## src/rtl/fp_mult_core_pkg.sv

```systemverilog
// Shared constants, state encoding and operand classification for the
// single-precision multiply stage (fp_mult_core and its significand multiplier).
package fp_mult_core_pkg;

  localparam int WIDTH      = 32;                        // packed operand width
  localparam int EXP_WIDTH  = 8;                         // biased exponent width
  localparam int SIG_WIDTH  = WIDTH - EXP_WIDTH - 1;     // stored fraction width (23)
  localparam int BIAS       = 127;                       // exponent bias
  localparam int SIGW       = SIG_WIDTH + 1;             // significand incl. hidden bit
  localparam int PROD_WIDTH = 2 * SIGW;                  // full significand product
  localparam int ZEXP_WIDTH = EXP_WIDTH + 2;             // signed product exponent
  localparam int CNT_WIDTH  = $clog2(SIGW + 1);          // holds SIGW down to 0

  typedef enum logic [1:0] {
    IDLE = 2'd0,
    MUL  = 2'd1,
    DONE = 2'd2
  } state_e;

  typedef struct packed {
    logic is_nan;
    logic is_inf;
    logic is_zero;
  } fp_class_t;

  // Classify one operand from its biased exponent and stored fraction.
  function automatic fp_class_t fp_classify(input logic [EXP_WIDTH-1:0] exp_f,
                                            input logic [SIG_WIDTH-1:0] frac);
    fp_class_t c;
    c.is_nan  = (&exp_f) && (|frac);
    c.is_inf  = (&exp_f) && !(|frac);
    c.is_zero = (exp_f == '0) && !(|frac);
    return c;
  endfunction

endpackage

```

## src/rtl/fp_sig_mul_seq.sv

```systemverilog
// Iterative radix-2 shift-add significand multiplier, one partial product per
// cycle. A start pulse loads the operands and runs SIGW steps.
// Ports:
//   clk, rst_n   clock, asynchronous active-low reset
//   start_i      load multiplicand/multiplier, clear accumulator, begin
//   mcand_i      multiplicand significand (SIGW bits)
//   mplier_i     multiplier significand (SIGW bits)
//   busy_o       steps remain
//   last_o       the current cycle performs the final step
//   prod_next_o  accumulator value after the current step; equals the full
//                product when last_o is high
module fp_sig_mul_seq
  import fp_mult_core_pkg::*;
(
  input  logic                  clk,
  input  logic                  rst_n,
  input  logic                  start_i,
  input  logic [SIGW-1:0]       mcand_i,
  input  logic [SIGW-1:0]       mplier_i,
  output logic                  busy_o,
  output logic                  last_o,
  output logic [PROD_WIDTH-1:0] prod_next_o
);

  logic [CNT_WIDTH-1:0]  cnt_q,    cnt_d;
  logic [PROD_WIDTH-1:0] acc_q,    acc_d;
  logic [SIGW-1:0]       mcand_q,  mcand_d;
  logic [SIGW-1:0]       mplier_q, mplier_d;

  logic [SIGW-1:0]       addend;
  logic [SIGW:0]         upper_sum;   // one extra bit catches the carry
  logic [PROD_WIDTH-1:0] acc_step;

  // The carry out of the upper-half add becomes the new MSB after the shift,
  // so no product bit is lost.
  always_comb begin
    addend    = mplier_q[0] ? mcand_q : '0;
    upper_sum = {1'b0, acc_q[PROD_WIDTH-1:SIGW]} + {1'b0, addend};
    acc_step  = {upper_sum, acc_q[SIGW-1:1]};
  end

  assign busy_o      = (cnt_q != '0);
  assign last_o      = (cnt_q == CNT_WIDTH'(1));
  assign prod_next_o = acc_step;

  // NOTE: every always_comb output gets a hold default first so no path
  // leaves it unassigned, which would otherwise infer a latch.
  always_comb begin
    cnt_d    = cnt_q;
    acc_d    = acc_q;
    mcand_d  = mcand_q;
    mplier_d = mplier_q;
    if (start_i) begin
      cnt_d    = CNT_WIDTH'(SIGW);
      acc_d    = '0;
      mcand_d  = mcand_i;
      mplier_d = mplier_i;
    end else if (busy_o) begin
      cnt_d    = cnt_q - CNT_WIDTH'(1);
      acc_d    = acc_step;
      mplier_d = mplier_q >> 1;
    end
  end

  // NOTE: the datapath registers are reset as well as the counter, so an
  // aborted operation leaves no residue in the accumulator.
  always_ff @(posedge clk or negedge rst_n) begin
    if (!rst_n) begin
      cnt_q    <= '0;
      acc_q    <= '0;
      mcand_q  <= '0;
      mplier_q <= '0;
    end else begin
      // NOTE: non-blocking assignments so every register samples the
      // pre-edge values, independent of statement order.
      cnt_q    <= cnt_d;
      acc_q    <= acc_d;
      mcand_q  <= mcand_d;
      mplier_q <= mplier_d;
    end
  end

endmodule

```

## src/rtl/fp_mult_core.sv

```systemverilog
// Multicycle single-precision multiply stage. Classifies the unpacked operands,
// forms the product sign and unnormalized signed exponent, and drives the
// iterative significand multiplier. Special operands (NaN/Inf/Zero) resolve in
// one cycle; finite products take SIGW multiply cycles.
// Ports:
//   clk, rst_n                    clock, asynchronous active-low reset
//   in_valid / in_ready           operand handshake (ready only in IDLE)
//   aSign/bSign, aExp/bExp        operand signs and raw biased exponents
//   aSig/bSig                     significands with hidden bit resolved
//   aIsSubnormal/bIsSubnormal     subnormal flags from unpack
//   out_valid / out_ready         result handshake (valid only in DONE)
//   zSign, zExp, zSig             product sign, signed biased exponent,
//                                 raw product (binary point below bit 46)
//   zIsNaN, zIsInf, zIsZero       special-result flags
module fp_mult_core
  import fp_mult_core_pkg::*;
(
  input  logic                  clk,
  input  logic                  rst_n,
  input  logic                  in_valid,
  output logic                  in_ready,
  input  logic                  aSign,
  input  logic                  bSign,
  input  logic [EXP_WIDTH-1:0]  aExp,
  input  logic [EXP_WIDTH-1:0]  bExp,
  input  logic [SIGW-1:0]       aSig,
  input  logic [SIGW-1:0]       bSig,
  input  logic                  aIsSubnormal,
  input  logic                  bIsSubnormal,
  output logic                  out_valid,
  input  logic                  out_ready,
  output logic                  zSign,
  output logic [ZEXP_WIDTH-1:0] zExp,
  output logic [PROD_WIDTH-1:0] zSig,
  output logic                  zIsNaN,
  output logic                  zIsInf,
  output logic                  zIsZero
);

  state_e state_q, state_d;

  logic                  z_sign_q;
  logic [ZEXP_WIDTH-1:0] z_exp_q;
  logic [PROD_WIDTH-1:0] z_sig_q;
  logic                  z_nan_q, z_inf_q, z_zero_q;

  fp_class_t             a_cls, b_cls;
  logic                  special, res_nan, res_inf, res_zero;
  logic                  accept;
  logic [ZEXP_WIDTH-1:0] a_eff_exp, b_eff_exp, exp_sum;

  logic                  sig_busy, sig_last, sig_done;
  logic [PROD_WIDTH-1:0] sig_prod_next;

  // A zero exponent already identifies a subnormal, so the unpack flags
  // carry no extra information here.
  logic unused_sub;
  assign unused_sub = aIsSubnormal ^ bIsSubnormal;

  assign a_cls = fp_classify(aExp, aSig[SIG_WIDTH-1:0]);
  assign b_cls = fp_classify(bExp, bSig[SIG_WIDTH-1:0]);

  assign special  = (|a_cls) || (|b_cls);
  assign res_nan  = a_cls.is_nan || b_cls.is_nan
                 || (a_cls.is_inf && b_cls.is_zero)
                 || (a_cls.is_zero && b_cls.is_inf);
  assign res_inf  = !res_nan && (a_cls.is_inf || b_cls.is_inf);
  assign res_zero = special && !res_nan && !res_inf;

  // Subnormals use exponent 1; the sum fits in ZEXP_WIDTH signed bits
  // (-125..381), so plain modular arithmetic gives the two's complement result.
  assign a_eff_exp = (aExp == '0) ? ZEXP_WIDTH'(1) : ZEXP_WIDTH'(aExp);
  assign b_eff_exp = (bExp == '0) ? ZEXP_WIDTH'(1) : ZEXP_WIDTH'(bExp);
  assign exp_sum   = a_eff_exp + b_eff_exp - ZEXP_WIDTH'(BIAS);

  assign in_ready  = (state_q == IDLE);
  assign out_valid = (state_q == DONE);
  assign accept    = in_ready && in_valid;
  assign sig_done  = sig_busy && sig_last;

  fp_sig_mul_seq u_sig_mul (
    .clk         (clk),
    .rst_n       (rst_n),
    .start_i     (accept && !special),
    .mcand_i     (aSig),
    .mplier_i    (bSig),
    .busy_o      (sig_busy),
    .last_o      (sig_last),
    .prod_next_o (sig_prod_next)
  );

  always_comb begin
    state_d = state_q;
    unique case (state_q)
      IDLE: if (in_valid) state_d = special ? DONE : MUL;
      MUL:  if (sig_done) state_d = DONE;
      DONE: if (out_ready) state_d = IDLE;
      default: state_d = IDLE;
    endcase
  end

  always_ff @(posedge clk or negedge rst_n) begin
    if (!rst_n) state_q <= IDLE;
    else        state_q <= state_d;
  end

  // Result fields move only on the accept edge and the final multiply step,
  // so they stay stable for the whole DONE stall.
  always_ff @(posedge clk or negedge rst_n) begin
    if (!rst_n) begin
      z_sign_q <= 1'b0;
      z_exp_q  <= '0;
      z_sig_q  <= '0;
      z_nan_q  <= 1'b0;
      z_inf_q  <= 1'b0;
      z_zero_q <= 1'b0;
    end else if (accept) begin
      z_sign_q <= aSign ^ bSign;
      z_exp_q  <= special ? '0 : exp_sum;
      z_sig_q  <= '0;
      z_nan_q  <= res_nan;
      z_inf_q  <= res_inf;
      z_zero_q <= res_zero;
    end else if (sig_done) begin
      z_sig_q  <= sig_prod_next;
    end
  end

  assign zSign   = z_sign_q;
  assign zExp    = z_exp_q;
  assign zSig    = z_sig_q;
  assign zIsNaN  = z_nan_q;
  assign zIsInf  = z_inf_q;
  assign zIsZero = z_zero_q;

endmodule

```

## config.mk

```make
export PLATFORM = sky130hd
export DESIGN_NAME = fp_mult_core
export DESIGN_NICKNAME = d
export VERILOG_FILES = /design/src/rtl/fp_mult_core_pkg.sv /design/src/rtl/fp_sig_mul_seq.sv /design/src/rtl/fp_mult_core.sv
export SDC_FILE = /design/constraint.sdc
export NUM_CORES = 1
export LEC_CHECK = 0
export ABC_AREA = 1
export BUFFER_PORTS_ARGS = -buffer_cell sky130_fd_sc_hd__buf_4
export CORE_MARGIN = 5
export CORE_UTILIZATION = 58
export DETAILED_ROUTE_END_ITERATION = 8
export MAX_ROUTING_LAYER = met4
export PLACE_DENSITY = 0.81
export REMOVE_ABC_BUFFERS = 1
export SYNTH_ARGS = -nofsm -noshare
export SYNTH_HDL_FRONTEND = slang
export SYNTH_HIERARCHICAL = 1
export SYNTH_SLANG_ARGS = --single-unit
```

## constraint.sdc

```tcl
create_clock -name clk -period 2.6 [get_ports clk]
set_input_delay 0.13 -clock clk [delete_from_list [all_inputs] [get_ports clk]]
set_output_delay 0.13 -clock clk [all_outputs]
set_load 0.005 [all_outputs]
```

[After elaboration in Yosys (flattened, before gate mapping)]
Index checks and enable logic that the tools add are counted.
Word-level totals
  output and inout port bits: 64
  register bits after elaboration: 165
  input bits: 72
Operators by class
  equality and inequality tests: 6
  reductions and logical operators: 37
  add/sub/neg operators: 4
  mux-type cells: 17
  bitwise logic cells: 1
Operator list (number)
  2-to-1 mux 48 bit: 4
  2-to-1 mux 24 bit: 3
  OR reduction 23 bit: 2
  adder 24 x 24 -> 25 bit: 1
  zero test 8 bit: 2
  2-to-1 mux 8 bit: 2
  AND reduction 8 bit: 2
  logical AND 1 bit: 14
  2-to-1 mux 10 bit: 1
  2-to-1 mux 5 bit: 2
  subtractor 9 x 7 -> 10 bit, second input constant: 1
  adder 8 x 8 -> 9 bit: 1
  2-to-1 mux 2 bit: 4
  case mux 2 bit (3 select lines): 1
  OR reduction 3 bit: 2
  == test 5 x 1 -> 1 bit, second input constant: 1
  zero test 1 bit: 5
  logical OR 1 bit: 5
  nonzero test 5 bit: 1
  subtractor 5 x 1 -> 5 bit, second input constant: 1
  inequality test 2 bit, second input constant: 2
  nonzero test 2 bit: 2
  AND reduction 3 bit: 1
  == test 2 x 1 -> 1 bit, second input constant: 1
  4 further kinds: 4

[Depth between registers and ports, before layout]
Gate-level depths: netlist of run 1.
  word-level depth: 10
  gate-level depth with buffers: 17
  gate-level depth less buffers: 16

[Modules after synthesis]
The synthesis of run 1 kept the hierarchy.
Modules (own cells, without submodules)
  fp_sig_mul_seq: area each 6180.9 um^2, instances 1, cells each 853
  fp_mult_core: area each 3613.5 um^2, instances 1, cells each 442

[Worst setup path before layout of run 1]
OpenSTA, ideal clock, no wires.
  path type: register to register
  from: register u_sig_mul.mplier_q[0]
  to: register z_sig_q[39] (netlist: zSig[39])
  arrival time: 2.141 ns
  library setup time: 0.118 ns
  stages on the path, launching flop included: 18
  setup slack: 0.341 ns
  path buffers: 1
  clock period less this slack: 2.259 ns
  cell sequence: dfrtp_1 > clkbuf_1 > nand2_1 > inv_1 > ha_1 > inv_1 > fa_1 > inv_1 > nand3_1 > nand3_1 > nand2_1 > nand2_1 > nand2_1 > nand2_1 > nand2_1 > and2_1 > o21bai_1 > inv_1
On the way
  cells in the longest elaborated chain, start to end: 4
RTL lines
  from (decl): RTL line fp_sig_mul_seq.sv:28  | logic [SIGW-1:0] mplier_q, mplier_d;
  from (signal assigned): RTL line fp_sig_mul_seq.sv:79  | mplier_q <= mplier_d;
  2-to-1 mux 24 bit: RTL line fp_sig_mul_seq.sv:37  | addend = mplier_q[0] ? mcand_q : '0;
  adder 24 x 24 -> 25 bit: RTL line fp_sig_mul_seq.sv:38  | upper_sum = {1'b0, acc_q[PROD_WIDTH-1:SIGW]} + {1'b0, addend};
  net sig_prod_next[39]: RTL line fp_mult_core.sv:53  | logic [PROD_WIDTH-1:0] sig_prod_next;
  2-to-1 mux 48 bit: RTL line fp_mult_core.sv:124  | end else if (sig_done) begin
  2-to-1 mux 48 bit: RTL line fp_mult_core.sv:117  | end else if (accept) begin
  to (signal assigned): RTL line fp_mult_core.sv:125  | z_sig_q <= sig_prod_next;
  to (decl): RTL line fp_mult_core.sv:44  | logic [PROD_WIDTH-1:0] z_sig_q;
The timed path passes the listed nets, and every way through them passes these cells. The select of a mux whose other input is x is not followed.
A chain may end at the register's enable or synchronous reset.

[Worst setup path in the final report of run 1]
  from: register u_sig_mul.mplier_q[0]
  to: register z_sig_q[46] (netlist: zSig[46])
The elaborated chain is that of the path after synthesis.

==> summary.txt, run 1 <==
Worst setup EP type: flip-flop
Crit path max fanout: 15
Fraction of layout cells with a size suffix above 1: 15.0%
Clock tree from TritonCTS: yes
Clock tree sinks: 164
Die height: 140 um
Netlist Area Pre-Place: 9790 um2
Worst slew margin: 43.4%
Final Slew Violations: 0
Pwr dens: 1010 nW/um2
Critical path launch point type: flip-flop
Slowest CP cell: dfrtp_1
Total track usage: 26.7%
CTS buffer count: 17
CTS Root Cell: clkbuf_16
Grt total ovfl: 0
Critical Path Most Common Cell: nand2_1
Setup Crit Path Kind: reg2reg
Avg Inst Size Synth: 7.56 um2
Endpoints failing setup: 0
Crit path cell chain: buf_6 -> nand2_1 -> inv_1 -> ha_1 -> or2_2 -> nand3_1 -> nand2_1 -> nand2_1 -> nand4_1 -> and2_1 -> o21bai_1 -> inv_1
Ys async rst share: 100%
Largest net degree at the start of global routing: 89
First-pass GRT wire length: 41.9 mm
Fill cell count: 1341
Dominant synthesized flop cell: dfrtp_1
IO Count: 136
Initial Util: 59.1%
Final nets: 1550
Number of flops mapped to enable cells by yosys: 0
Total negative slack: 0 ns
Post-synthesis sequential area ratio: 41.9%
Gate Count Post-Synth: 1295
Fin crit share: 91.3%
Die Wd: 140 um
Overall power consumption: 0.0120 W
Vias in the first global route: 8740
DRT Pass-1 Iters: 5
Drt total wl: 24.5 mm
ANT cells: 0
Avg WL per Cell: 14.7 um
Shortest period the worst path allows: 2.37 ns
Hold Crit Class: in2reg
Core area: 16600 um2
Port bufs: 133
Max clock buf depth: 2
Worst Path Required: 2.92 ns
Worst skew pair latency: 0.44 ns
Vias: 8634
Leak: 6.79 nW
CTS H-Tree Depth: 4
CTS clk-pin slew, worst paths: 0.07 ns
Hpwl dp: 16.8 mm
Status: finished, final reports clean
Leading cell type in the layout, fill and taps excluded: nand2_1
Worst EP arrival: 2.70 ns
Final Hold Slack: 0.0101 ns
Dpl cell area: 10800 um2
Synth unique cells: 43
Slowest cell delay on critical path: 0.40 ns
Warnings from Yosys: 6
GP Congestion: 0.922
Max Cap Viol: 0
Max Fclk: 0.421 GHz
Least-Margin Pin Slew: 0.850 ns
Core Rows: 47
Commonest non-fill, non-tap cells in the layout: nand2_1, inv_1, dfrtp_1
Via density per instance: 5.18
Flops & latches, synth: 164
Drc violations: 0
Final Hold Vio Count: 0
Initial drt markers: 563
ANT nets after route: 0
Synth-to-layout area growth: 21.3%
Initial antenna violation count: 0
Clock skew: 0.00863 ns
RSZ-0062 raised after global routing: false
Final instance area: 11900 um2
Die area: 19600 um2
Peak VDD IR: 0.648 mV
## per-stage QoR
stage / util [%] / worst slack [ns] / cells
6_report: 71.6 / 0.227 / 1667
5_1_grt: 71.6 / 0.0105 / 1667
4_1_cts: 71.5 / 0.120 / 1667
3_5_place_dp: 64.9 / 0.132 / 1586
3_3_place_gp: 64.9 / 0.221 / 1586
2_1_floorplan: - / -0.659 / 1218
## logic make-up after synthesis
group,share of synthesized area [%]
xor+xnor,1.07
buf+inv,13.9
simple gates,25.0
fa+ha+maj,5.77
compound gates,12.3
flops,41.9
## synthesized netlist by cell type, types with 2 or more instances
cell type | instances | area share, %
nand2_2 | 2 | 0.13
buf_1 | 4 | 0.15
a21oi_1 | 21 | 1.1
nand4_2 | 2 | 0.26
nor2_2 | 5 | 0.32
o21bai_1 | 48 | 3.7
clkbuf_1 | 27 | 1.0
a22o_1 | 2 | 0.18
o21ai_0 | 13 | 0.66
buf_4 | 23 | 1.8
nand4_1 | 8 | 0.51
dfrtp_1 | 164 | 42
xor2_1 | 7 | 0.63
nand3_1 | 47 | 2.4
o21ai_1 | 48 | 2.5
nand2_1 | 397 | 15
fa_1 | 2 | 0.41
nor2_8 | 2 | 0.41
nand3b_1 | 8 | 0.61
o221ai_2 | 5 | 0.77
or2_2 | 3 | 0.19
nor2_4 | 3 | 0.34
nor2_1 | 78 | 3.0
xnor2_1 | 5 | 0.45
buf_6 | 10 | 1.1
buf_2 | 12 | 0.61
o221ai_1 | 17 | 1.5
o211ai_1 | 2 | 0.15
nand3b_4 | 2 | 0.41
ha_1 | 42 | 5.4
inv_1 | 229 | 8.8
inv_2 | 5 | 0.19
o22ai_1 | 22 | 1.4
o31ai_1 | 3 | 0.23
nor3_1 | 7 | 0.36
and2_1 | 13 | 0.83
## sequential cells by signal, summed over array words and instances, names as in the netlist
register,count
u_sig_mul/cnt_q,5
state_q,2
zSign,1
u_sig_mul/acc_q,47
zSig,48
zIsNaN,1
u_sig_mul/mcand_q,24
zIsZero,1
u_sig_mul/mplier_q,24
zIsInf,1
zExp,10
## report_power, final
| group | internal, W | leakage, nW | total, W | switching (W) |
|---|---|---|---|---|
| sequential | 0.00358 | 2.14 | 0.00416 | 0.000579 |
| combinational | 0.00227 | 4.36 | 0.00530 | 0.00303 |
| clock | 0.00130 | 0.292 | 0.00252 | 0.00122 |
| total | 0.00715 | 6.79 | 0.0120 | 0.00483 |
## layer usage
metal | part of all wire, % | wire length, um | vias up | track usage [%]
li1 | - | - | 4282 | -
met3 | 6.0 | 1460 | 42 | 6.07
met5 | 0 | 0 | - | -
met1 | 42 | 10300 | 4076 | 33.0
met2 | 50 | 12300 | 234 | 44.6
met4 | 1.9 | 470 | 0 | 7.24
## timing repair
action / in CTS / in global routing
endpoints found under the setup margin: 0 / 4
buffers inserted: 0 / 0
hold buffers: 49 / 0
endpoints found under the hold margin: 133 / 0
gates resized for setup: 0 / 7
## layout make-up
type	count	area (um2)	area share (%)
clock buffers	17	425	3.58
repair buffers	197	1650	13.9
multi-input cells	817	4340	36.6
clock inverters	15	188	1.58
flip-flops and latches	164	4100	34.5
inverters	237	897	7.55
well taps	220	275	2.32
## final timing paths
check | cells past startpoint | startpoint | end | slack [ns]
setup / recovery | 12 | u_sig_mul/mplier_q[0]$_DFFE_PN0P_ | zSig[46]$_DFFE_PN0P_ | 0.23
hold / removal | 3 | aSign | zSign$_DFFE_PN0P_ | 0.01
setup reg to reg | 12 | u_sig_mul/mplier_q[0]$_DFFE_PN0P_ | zSig[46]$_DFFE_PN0P_ | 0.23
hold reg to reg | 2 | u_sig_mul/mcand_q[12]$_DFFE_PN0P_ | u_sig_mul/mcand_q[12]$_DFFE_PN0P_ | 0.48
max in group asynchronous | 3 | rst_n | u_sig_mul/cnt_q[3]$_DFFE_PN0P_ | 1.49
min in group asynchronous | 2 | rst_n | zSig[34]$_DFFE_PN0P_ | 0.32
## worst max-delay path, delay by kind of cell, from the launching register on
| kind | cells | cell delay, ns |
|---|---|---|
| buffers and inverters | 3 | 0.26 |
| AO/OA/AOI/OAI | 1 | 0.13 |
| AND/OR/NAND/NOR | 7 | 1.09 |
| flip-flops | 1 | 0.40 |
| adder cells (fa/ha/maj) | 1 | 0.37 |
Note: power is estimated with default switching activity, not from simulation.
==> run 2: changes to the inputs <==
--- a/config.mk
+++ b/config.mk
@@ -8,10 +8,10 @@
 export ABC_AREA = 1
 export BUFFER_PORTS_ARGS = -buffer_cell sky130_fd_sc_hd__buf_4
 export CORE_MARGIN = 5
-export CORE_UTILIZATION = 58
+export CORE_UTILIZATION = 53
 export DETAILED_ROUTE_END_ITERATION = 8
 export MAX_ROUTING_LAYER = met4
-export PLACE_DENSITY = 0.81
+export PLACE_DENSITY = 0.78
 export REMOVE_ABC_BUFFERS = 1
 export SYNTH_ARGS = -nofsm -noshare
 export SYNTH_HDL_FRONTEND = slang
==> constraint.sdc (replaced) <==
create_clock -name clk -period 2.1 [get_ports clk]
set_input_delay 0.105 -clock clk [delete_from_list [all_inputs] [get_ports clk]]
set_output_delay 0.105 -clock clk [all_outputs]
set_load 0.005 [all_outputs]
==> run 2 against run 1 <==
  * The flow now finishes with violations (setup timing)
  * Register-to-register slack got worse by 0.36 ns
  * Die area rose by 8.7%
  * Combinational power up 59%
  * Fmax increased by 6.5%
  * Flip-flop and latch count stayed put
  * Power rose by 42%
  * Sequential share of layout area is 3.1 points lower
  * Critical path type unchanged
  * Highest routed layer unchanged
==> summary.txt, run 2 (same netlist as run 1, synthesis figures left out) <==
Largest net degree at the start of global routing: 64
Initial antenna violation count: 1
Worst setup EP type: flip-flop
Max Fclk: 0.449 GHz
Worst r2r dst: zSig[44]$_DFFE_PN0P_
Net Switching: 0.00690 W
Core Util, Final: 72.3%
Clock network power share: 19.3%
Final Slew Violations: 0
Via density per instance: 5.22
Grt total ovfl: 0
Logic gate share of total power: 49.7%
Status: complete, but fails checks
Port bufs: 133
RSZ-0062 raised after global routing: true
Max reg flops: 48
Max Cap Viol: 0
Final Hold Vio Count: 0
Vias in the first global route: 9321
FF-to-FF setup slack: -0.13 ns
Commonest non-fill, non-tap cells in the layout: nand2_1, inv_1, buf_4
Max clock buf depth: 2
Sw frac: 40.6%
Leak: 7.15 nW
Drt total wl: 27.1 mm
Dpl cell area: 11100 um2
Worst Path Required: 2.42 ns
GP Congestion: 0.942
Pwr dens: 1300 nW/um2
ANT nets after route: 0
Synth-to-layout area growth: 33.5%
Leading cell type in the layout, fill and taps excluded: nand2_1
Cells on worst reg2reg path: 14
IO Count: 136
Clock tree from TritonCTS: yes
Flop pwr share: 31.0%
Peak VDD IR: 0.687 mV
First-pass GRT wire length: 45.1 mm
CTS Root Cell: clkbuf_16
Failing checks: setup timing
Overall power consumption: 0.0170 W
Endpoints failing setup: 15
Vias: 9022
Worst slew margin: 53.7%
Crit path max fanout: 15
Total track usage: 26.4%
Worst EP arrival: 2.55 ns
Initial drt markers: 591
Hold Crit Class: in2async
P_int: 0.0101 W
Setup Crit Path Kind: reg2reg
DRT Pass-1 Iters: 5
Total negative slack: -0.666 ns
Hpwl dp: 18.0 mm
CTS clk-pin slew, worst paths: 0.07 ns
Final instance area: 13100 um2
Fin crit share: 106%
Die area: 21300 um2
CTS buffer count: 17
Fraction of layout cells with a size suffix above 1: 27.2%
Worst skew pair latency: 0.44 ns
Avg WL per Cell: 15.7 um
Pre-CTS setup slack: -0.271 ns
Clock skew: 0.0122 ns
Least-Margin Pin Slew: 0.694 ns
CTS H-Tree Depth: 4
Worst r2r src: u_sig_mul/mplier_q[0]$_DFFE_PN0P_
Final WS setup: -0.128 ns
Final nets: 1601
Shortest period the worst path allows: 2.23 ns
Die height: 146 um
Core Rows: 49
Core area: 18100 um2
Drc violations: 0
Die Wd: 146 um
Critical path launch point type: flip-flop
Initial Util: 54.2%
Clock tree sinks: 164
[run 2: cell types whose count changed in the layout (fill, tap and decap cells not counted), sizes merged]
cell and change:
clkinv -4, diode +1, buf +48, inv +2, dlygate4sd3 +3, clkinvlp +1
bufinv +1
[run 2: worst max path at each step]
stage / from / to / slack [ns] / depth (start not counted)
after floorplan: state_q[0]$_DFFE_PN0P_ / u_sig_mul/acc_q[26]$_DFFE_PN0P_ / -1.16 / 9
after global placement: u_sig_mul/mplier_q[0]$_DFFE_PN0P_ / zSig[39]$_DFFE_PN0P_ / -0.22 / 13
after detailed placement: u_sig_mul/mplier_q[0]$_DFFE_PN0P_ / zSig[39]$_DFFE_PN0P_ / -0.27 / 16
after CTS: u_sig_mul/mplier_q[0]$_DFFE_PN0P_ / zSig[39]$_DFFE_PN0P_ / -0.06 / 16
after global routing: u_sig_mul/mplier_q[0]$_DFFE_PN0P_ / zSig[44]$_DFFE_PN0P_ / -0.25 / 14
final: u_sig_mul/mplier_q[0]$_DFFE_PN0P_ / zSig[44]$_DFFE_PN0P_ / -0.13 / 14
[run 2: metal layers]
| layer | track usage (%) | wire length (um) |
|---|---|---|
| met3 | 5.82 | 1580 |
| met1 | 32.7 | 11600 |
| met5 | - | 0 |
| met2 | 43.7 | 13400 |
| met4 | 7.50 | 554 |
[run 2: layout make-up]
cell class	instances	area (um2)
fillers	1332	5010
inverters	237	900
repair buffers	248	2110
diodes	1	2.50
well taps	229	287
clock inverters	15	203
flip-flops and latches	164	4110
clock buffers	17	425
multi-input cells	817	5040
[run 2: per-stage QoR]
| stage | hold slack, ns | instances |
|---|---|---|
| 2_1_floorplan | -0.191 | 1218 |
| 3_3_place_gp | 0.0459 | 1635 |
| 4_1_cts | 0.131 | 1723 |
| 6_report | 0.153 | 1728 |
| 5_1_grt | 0.178 | 1728 |
| 3_5_place_dp | 0.0544 | 1635 |
[run 2: power by group through the flow]
stage	Sequential, W	Combinational, W	Clock [W]
4_1_cts	0.00524	0.00802	0.00334
6_report	0.00527	0.00845	0.00328
3_5_place_dp	0.00519	0.00692	0
2_1_floorplan	0.00510	0.00416	0
3_3_place_gp	0.00517	0.00673	0
5_1_grt	0.00540	0.00933	0.00349
[run 2: worst max-delay path: stages (launching register included)]
cell and delay (ns):
dfrtp_2 0.45, buf_12 0.16, nand2_1 0.08, inv_2 0.05
ha_4 0.30, nand2_4 0.08, nor2_4 0.17, nand2_1 0.12
nor2_2 0.12, nand2_2 0.07, nand3_1 0.09, nand2_1 0.06
and2_1 0.13, o21bai_1 0.14, inv_1 0.07
[run 2: what timing repair did]
action                                  CTS  global route
hold buffers                             52             0
endpoints found under the setup margin   38            92
pin swaps                                21            19
resized for setup                       113            61
setup buffers                             4             4
endpoints found under the hold margin   183             0
==> run 3: changes to the inputs <==
--- a/config.mk
+++ b/config.mk
@@ -11,7 +11,7 @@
 export CORE_UTILIZATION = 53
 export DETAILED_ROUTE_END_ITERATION = 8
 export MAX_ROUTING_LAYER = met4
-export PLACE_DENSITY = 0.78
+export PLACE_DENSITY = 0.75
 export REMOVE_ABC_BUFFERS = 1
 export SYNTH_ARGS = -nofsm -noshare
 export SYNTH_HDL_FRONTEND = slang
==> run 3 against run 2 <==
  * The flow still finishes with violations (setup timing)
  * Critical path depth shrank 1
  * First-iteration DRC count decreased by 6.9%
  * Sequential power barely moved
  * Sequential share of layout area fell by 0.19 points
  * Via count grew 0.53%
  * Count of clock-buffer cells in the layout did not move
==> summary.txt, run 3 (same netlist as run 1, synthesis figures left out) <==
Shortest period the worst path allows: 2.30 ns
Commonest non-fill, non-tap cells in the layout: nand2_1, inv_1, buf_4
Crit path max fanout: 14
ANT cells: 0
Fraction of layout cells with a size suffix above 1: 27.2%
Sw frac: 41.0%
P_int: 0.0101 W
Hold Crit Class: in2reg
Max Fclk: 0.434 GHz
Die height: 146 um
Worst Path Required: 2.43 ns
Avg WL per Cell: 16.0 um
Via density per instance: 5.23
Hpwl dp: 18.1 mm
Drt total wl: 27.7 mm
RSZ-0062 raised after global routing: true
Max clock buf depth: 2
Initial Util: 54.2%
Placed cells: 1641
Clock tree sinks: 164
Worst EP arrival: 2.63 ns
Final Hold Slack: 0.147 ns
Final Hold Vio Count: 0
Slowest cell delay on critical path: 0.46 ns
Worst skew pair latency: 0.44 ns
Initial drt markers: 550
Core Util, Final: 72.7%
Family with the most delay on the worst path: simple AND/OR/NAND/NOR gates
Logic gate share of total power: 50.5%
Slowest CP cell: dfrtp_2
Total track usage: 26.5%
Clock network power share: 18.8%
Flop pwr share: 30.8%
Clock tree from TritonCTS: yes
Clock skew: 0.0127 ns
Peak VDD IR: 0.671 mV
Worst slew margin: 49.4%
Leak: 7.22 nW
Vias: 9070
DRT Pass-1 Iters: 6
ANT nets after route: 0
Failing checks: setup timing
Final WS setup: -0.202 ns
Initial antenna violation count: 0
CTS H-Tree Depth: 4
Net Switching: 0.00700 W
CTS buffer count: 17
Final nets: 1608
Endpoints failing setup: 21
Fin crit share: 110%
Core area: 18100 um2
First-pass GRT wire length: 45.3 mm
Leading cell type in the layout, fill and taps excluded: nand2_1
Critical path launch point type: flip-flop
Non-Filler Instances: 1734
Max reg flops: 48
Worst setup EP type: flip-flop
Core Rows: 49
Setup Crit Path Kind: reg2reg
Crit path cell chain: buf_8 -> nand2_1 -> inv_1 -> ha_4 -> nand2_4 -> nor2_4 -> nand2_1 -> nand3b_1 -> nand3_1 -> nand2_1 -> and2_1 -> o21bai_1 -> inv_1
Crit path buf inv count: 3
Largest net degree at the start of global routing: 64
Grt total ovfl: 0
Synth-to-layout area growth: 34.3%
GP Congestion: 0.973
Port bufs: 133
Max Cap Viol: 0
IO Count: 136
Fill cell count: 1310
Die Wd: 146 um
Vias in the first global route: 9329
Pwr dens: 1300 nW/um2
Drc violations: 0
Status: complete, but fails checks
Least-Margin Pin Slew: 0.760 ns
CTS Root Cell: clkbuf_16
Critical Path Most Common Cell: nand2_1
Die area: 21300 um2
CTS clk-pin slew, worst paths: 0.08 ns
Final Slew Violations: 0
[run 3: cell types whose count changed in the layout (fill, tap and decap cells not counted), sizes merged]
cell and change:
bufinv -1, inv +1, diode -1, clkinv +2
buf +7, clkinvlp -2
[run 3: path summary, 6_finish.rpt]
kind | from | cells past startpoint | endpoint | slack [ns]
worst max-delay path | u_sig_mul/mplier_q[0]$_DFFE_PN0P_ | 13 | zSig[42]$_DFFE_PN0P_ | -0.20
worst max register to register | u_sig_mul/mplier_q[0]$_DFFE_PN0P_ | 13 | zSig[42]$_DFFE_PN0P_ | -0.20
max in group asynchronous | rst_n | 3 | u_sig_mul/acc_q[7]$_DFFE_PN0P_ | 1.20
worst min register to register | u_sig_mul/mcand_q[4]$_DFFE_PN0P_ | 2 | u_sig_mul/mcand_q[4]$_DFFE_PN0P_ | 0.47
worst min-delay path | bExp[1] | 5 | zExp[1]$_DFFE_PN0P_ | 0.15
min in group asynchronous | rst_n | 2 | zSig[36]$_DFFE_PN0P_ | 0.20
[run 3: final cells by class]
type	count	area (um2)	share of cell area, %
timing repair buffer	255	2150	16.4
inverter	237	897	6.82
multi-input combinational	817	5090	38.7
sequential	164	4110	31.2
tap	229	287	2.18
clock buffer	17	425	3.23
clock inverter	15	194	1.47
[run 3: timing repair]
action	CTS	global route
pin swaps	15	8
hold endpoints to repair	100	0
resized for setup	80	97
gates cloned	1	0
endpoints found under the setup margin	53	69
setup buffers	6	2
hold buffers	52	0
[run 3: stage by stage]
| step | setup TNS, ns | instance area, um2 | worst slack [ns] | total power (W) |
|---|---|---|---|---|
| 3_3_place_gp | -2.65 | 11200 | -0.235 | 0.0120 |
| 2_1_floorplan | -78.08 | 9330 | -1.16 | 0.00926 |
| 6_report | -2.15 | 13200 | -0.202 | 0.0171 |
| 5_1_grt | -5.28 | 13200 | -0.275 | 0.0183 |
| 3_5_place_dp | -4.46 | 11200 | -0.277 | 0.0121 |
| 4_1_cts | -0.875 | 12800 | -0.0861 | 0.0164 |
[run 3: routing by layer]
metal	wire length, um	GRT usage (%)
met4	495	7.36
met3	1360	5.11
met2	13900	43.9
met1	12000	33.3
met5	0	-
[run 3: power groups by stage]
stage                     registers [W]  logic [W]  clock network (W)
after detailed placement        0.00518    0.00696                  0
after global routing            0.00541    0.00948            0.00340
final                           0.00526    0.00862            0.00320
after CTS                       0.00524    0.00786            0.00326
after floorplan                 0.00510    0.00416                  0
after global placement          0.00516    0.00681                  0
[run 3: worst min-delay path: cells and delay by family]
kind                       cells  cell delay (ns)
buffers and inverters          1             0.10
and+or+nand+nor                2             0.09
adders and majority gates      2             0.26
